[config.mk]
export PLATFORM = sky130hd
export DESIGN_NAME = dw_sync_feeder
export DESIGN_NICKNAME = d
export VERILOG_FILES = /design/src/rtl/dw_sync_feeder.sv
export SDC_FILE = /design/constraint.sdc
export NUM_CORES = 1
export LEC_CHECK = 0
export CAP_MARGIN = 20
export CORE_MARGIN = 2
export CORE_UTILIZATION = 47
export CTS_BUF_LIST = sky130_fd_sc_hd__clkbuf_2
export DETAILED_ROUTE_END_ITERATION = 10
export GPL_ROUTABILITY_DRIVEN = 0
export PLACE_DENSITY = 0.71
export SLEW_MARGIN = 40
export SYNTH_ARGS = -nofsm -noshare
export SYNTH_HDL_FRONTEND = slang
export SYNTH_SLANG_ARGS = --single-unit
export TNS_END_PERCENT = 30
[constraint.sdc]
create_clock -name clk_s -period 3.9 [get_ports clk_s]
set_input_delay 0.78 -clock clk_s [delete_from_list [all_inputs] [get_ports clk_s]]
set_output_delay 0.78 -clock clk_s [all_outputs]
set_load 0.01 [all_outputs]
[src/rtl/dw_sync_feeder.sv]
// dw_sync_feeder: queues producer words and hands them one at a time to a data_sync block
// Optional feature macro: DW_SYNC_FEEDER_TIMEOUT_EN (done-wait timeout with resend of the head word)
// Ports:
//    clk_s         rising-edge clock
//    rst_s_n       asynchronous active-low reset
//    init_s_n      synchronous active-low clear
//    push_s        producer write strobe
//    push_data_s   producer word
//    push_ready_s  queue has room
//    count_s       words held, including the word in flight
//    overflow_s    one-cycle pulse for a dropped push
//    sync_empty_s  downstream empty status
//    sync_done_s   downstream done status
//    send_s        one-cycle send strobe to downstream
//    data_s        word presented to downstream
//    busy_s        FSM not idle
//    timeout_s     one-cycle pulse when the done wait expires
module dw_sync_feeder #(
   parameter int WIDTH      = 8,
   parameter int DEPTH      = 4,
   parameter int TMO_CYCLES = 64
) (
   input  logic                         clk_s,
   input  logic                         rst_s_n,
   input  logic                         init_s_n,
   input  logic                         push_s,
   input  logic [WIDTH-1:0]             push_data_s,
   output logic                         push_ready_s,
   output logic [$clog2(DEPTH+1)-1:0]   count_s,
   output logic                         overflow_s,
   input  logic                         sync_empty_s,
   input  logic                         sync_done_s,
   output logic                         send_s,
   output logic [WIDTH-1:0]             data_s,
   output logic                         busy_s,
   output logic                         timeout_s
);
   localparam int CW = $clog2(DEPTH+1);
   localparam int PW = $clog2(DEPTH);
   typedef enum logic [1:0] {IDLE, SEND, WAIT} st_t;
   st_t              r_st, w_nst;
   logic [WIDTH-1:0] r_mem [DEPTH];
   logic [PW-1:0]    r_rd, r_wr;
   logic [CW-1:0]    r_cnt;
   logic             r_send, r_ovf, r_tmo;
   logic [WIDTH-1:0] r_data;
   logic             w_full, w_push, w_pop, w_to, w_load, w_busy;
   // a pop in the same cycle never frees a slot for a push into a full queue
   assign w_full = r_cnt == CW'(DEPTH);
   assign w_push = push_s & ~w_full;
   assign w_pop  = (r_st == WAIT) & sync_done_s;
`ifdef DW_SYNC_FEEDER_TIMEOUT_EN
   logic [7:0] r_wc;
   // expires on the TMO_CYCLES-th WAIT cycle; a done in that cycle still wins
   assign w_to = (r_st == WAIT) & ~sync_done_s & (r_wc == 8'(TMO_CYCLES-1));
   always_ff @(posedge clk_s or negedge rst_s_n)
      if (!rst_s_n)
         r_wc <= '0;
      else if (!init_s_n)
         r_wc <= '0;
      else
         r_wc <= (r_st == SEND) ? 8'd0 : (r_st == WAIT) ? r_wc + 8'd1 : r_wc;
`else
   logic [7:0] w_unused_tmo;
   assign w_unused_tmo = 8'(TMO_CYCLES);
   assign w_to = 1'b0;
`endif
   always_ff @(posedge clk_s or negedge rst_s_n)
      if (!rst_s_n)
         r_st <= IDLE;
      else if (!init_s_n)
         r_st <= IDLE;
      else
         r_st <= w_nst;
   always_comb begin
      w_nst = (r_st == IDLE) ? ((r_cnt != '0 && sync_empty_s) ? SEND : IDLE) :
              (r_st == SEND) ? WAIT :
              (w_pop || w_to) ? IDLE : WAIT;
   end
   always_comb begin
      w_load = (r_st == IDLE) && (w_nst == SEND);
      w_busy = r_st != IDLE;
   end
   always_ff @(posedge clk_s)
      if (w_push && init_s_n)
         r_mem[r_wr] <= push_data_s;
   always_ff @(posedge clk_s or negedge rst_s_n)
      if (!rst_s_n) begin
         r_rd   <= '0;
         r_wr   <= '0;
         r_cnt  <= '0;
         r_send <= 1'b0;
         r_data <= '0;
         r_ovf  <= 1'b0;
         r_tmo  <= 1'b0;
      end else if (!init_s_n) begin
         r_rd   <= '0;
         r_wr   <= '0;
         r_cnt  <= '0;
         r_send <= 1'b0;
         r_data <= '0;
         r_ovf  <= 1'b0;
         r_tmo  <= 1'b0;
      end else begin
         r_wr   <= w_push ? ((r_wr == PW'(DEPTH-1)) ? '0 : r_wr + 1'b1) : r_wr;
         r_rd   <= w_pop ? ((r_rd == PW'(DEPTH-1)) ? '0 : r_rd + 1'b1) : r_rd;
         r_cnt  <= r_cnt + CW'(w_push) - CW'(w_pop);
         r_send <= w_load;
         r_data <= w_load ? r_mem[r_rd] : r_data;
         r_ovf  <= push_s & w_full;
         r_tmo  <= w_to;
      end
   assign push_ready_s = ~w_full;
   assign count_s      = r_cnt;
   assign overflow_s   = r_ovf;
   assign send_s       = r_send;
   assign data_s       = r_data;
   assign busy_s       = w_busy;
   assign timeout_s    = r_tmo;
endmodule

==> results by group <==
Outcome
  – Outcome: finished, final reports clean

Timing
  – TNS Setup: 0 ps
  – Fmax: 0.367 GHz
  – Hold Vio Cnt, Final: 0
  – Worst rel slew slack: 59.8%
  – WHS: 227 ps
  – RSZ-0062 raised after global routing: false
  – Final Skew: 15.5 ps
  – Worst Tran Pin Value: 600 ps
  – Fin crit period: 2730 ps
  – Endpoints failing setup: 0
  – Slew Viols, Final: 0
  – Fin crit share: 69.9%

Die
  – DIE AREA: 4940 um2
  – Core ar.: 4290 um2
  – Die Width: 70.3 um
  – # rows: 24
  – Initial Util: 48.0%
  – # IOs: 30
  – Chip height: 70.3 um

Setup path
  – Crit Path Category: flop to primary output
  – R2R setup slack: 1400 ps
  – Max incr delay on CP: 520 ps
  – R2R Path End: count_s[2]
  – Worst-path cell chain: nor3b_2 > inv_1 > clkdlybuf4s50_1
  – Largest fanout on the critical path: 6
  – CP endpoint kind: primary output
  – R2R cell count: 10
  – Critical Path AT: 1950 ps
  – Crit path required time: 3120 ps
  – Startpoint Class: flop
  – Cell at the slowest stage of the critical path: dfrtp_1
  – Reg-to-Reg Start: count_s[1]

Clock tree
  – Post-CTS Hold Fix Bufs: 0
  – Clk_lat worst skew: 420 ps
  – Clock root buffer: clkbuf_2
  – H-tree lvl count: 2
  – Worst-case clock buffer depth: 2
  – Post-CTS setup buffer count: 0
  – Clock Sinks: 50
  – Inserted Clock Buffers: 5
  – Post-CTS sizing: 0
  – Reg clk slew, reported paths: 250 ps
  – CTS tree: done

Finish
  – Layout cell share with drive strength beyond 1: 12.7%
  – # fillers: 350
  – N_diodes: 0
  – Nets: 178
  – Layout area overhead: 17.2%

Routing
  – Vias post-DR: 1115
  – Routed Antenna Nets: 0
  – Drt drc: 0
  – First-pass iteration count of the detailed router: 4
  – Via density per instance: 5.31
  – WL final: 3490 um
  – DR WL/cell: 16.6 um
  – 1st-iter DRT viols: 51

Synthesis
  – Ys Warns: 0
  – Synth area leader: edfxtp_1
  – Most frequent cell after synthesis: edfxtp_1
  – Syn nets: 148
  – Post-synth ARST share: 36.0%
  – Unique masters post-synth: 31
  – Syn Inst Count: 127
  – Synth top area cells: edfxtp_1 (47%), dfrtp_1 (22%), mux4_2 (8.7%)
  – Avg Inst Size Synth: 16.2 um2
  – Seq/Total Area, Yosys: 68.4%
  – Synth Register Bits: 50
  – EDFF count, synth: 32
  – Primary FF master, synth: edfxtp_1
  – Post-synth top area share: 46.6%
  – Synthesized area: 2060 um2
  – Most frequent cells after synthesis: edfxtp_1 (32), dfrtp_1 (18), nand2_1 (9)

Run
  – Maxcap violations: 0

Global route
  – Vias in the first global route: 1199
  – Total GRT Usage: 15.7%
  – Total gr overflow: 0
  – Largest net degree at the start of global routing: 19
  – Initial antenna violation count: 0
  – First-pass GRT wire length: 5800 um

Pwr
  – Power per cell area: 475 nW/um2
  – Total Power: 1.15 mW
  – Max VDD drop: 0.224 mV
  – Cell leakage power: 0.897 nW

Placed design
  – I/O Buffers: 28
  – Post-DP HPWL: 2480 um

Min path
  – Hold Path Class: input port to async pin
kinds of logic after synthesis:
group | count (synthesis) | synth area share (%)
fa+ha+maj | 7 | 4.61
compound gates | 14 | 4.85
xor+xnor | 1 | 0.425
simple gates | 33 | 9.52
mux | 9 | 9.22
other cells | 1 | 0.182
flops | 50 | 68.4
buf+inv | 12 | 2.79
per-layer routing:
metal	routed length (um)	vias to the layer above	share of wire [%]	global-route usage, %
met5	0	-	0	0
met1	1450	558	41	18.5
met3	131	4	3.8	4.91
met4	33	0	0.95	3.85
li1	-	528	-	-
met2	1880	25	54	28.0
power breakdown:
part           switching [mW]  total [mW]  internal (mW)
registers              0.0406       0.660          0.619
clock network           0.164       0.209         0.0449
logic                   0.138       0.280          0.142
total                   0.343        1.15          0.807
flip-flops by register name, indices dropped and copies added (netlist names):
signal / cells
overflow_s: 1
data_s: 8
r_st: 2
r_rd: 2
count_s: 3
r_mem: 32
r_wr: 2
worst max-delay path by stage:
stage | start | to | slack [ps] | cells after the start
after detailed placement | sync_done_s | count_s[2] | 930 | 10
after CTS | count_s[1] | push_ready_s | 1140 | 3
final | count_s[1] | push_ready_s | 1170 | 3
after global placement | sync_done_s | count_s[2] | 1070 | 10
after global routing | count_s[1] | push_ready_s | 1030 | 3
after floorplan | sync_done_s | count_s[2] | 1600 | 9
critical path, delay by kind of cell (launching register included):
family,cells,cell delay (ps)
buffers and inverters,2,670
flip-flops,1,520
AND/OR/NAND/NOR,1,330
stage by stage:
stage / setup WS (ps) / std cells / utilization [%] / cell area, um2
2_1_floorplan: 1600 / 127 / - / 2060
3_3_place_gp: 1070 / 202 / 55.4 / 2380
3_5_place_dp: 930 / 202 / 55.4 / 2380
4_1_cts: 1140 / 210 / 56.4 / 2420
5_1_grt: 1030 / 210 / 56.3 / 2420
6_report: 1170 / 210 / 56.3 / 2420
placed cells by master, fill, tap and decap left out, types with 2 or more instances in the layout:
cell,n
nand2_1,9
clkbuf_2,5
dfrtp_1,18
nor3_1,4
o2bb2ai_1,8
inv_1,6
clkdlybuf4s50_1,27
edfxtp_1,32
nand3_1,2
clkinv_4,2
nor2_1,3
a21oi_1,4
and2_1,6
mux4_2,8
o21ai_0,2
ha_1,6
layout make-up:
class	count	area [um2]	share of cell area, %
multi-input cells	65	594	24.6
flip-flops and latches	50	1410	58.4
clock inverters	3	21.3	0.879
clock buffers	5	25.0	1.03
inverters	7	26.3	1.09
well taps	52	65.1	2.69
repair buffers	28	275	11.4
(Power assumes the default switching activity.)
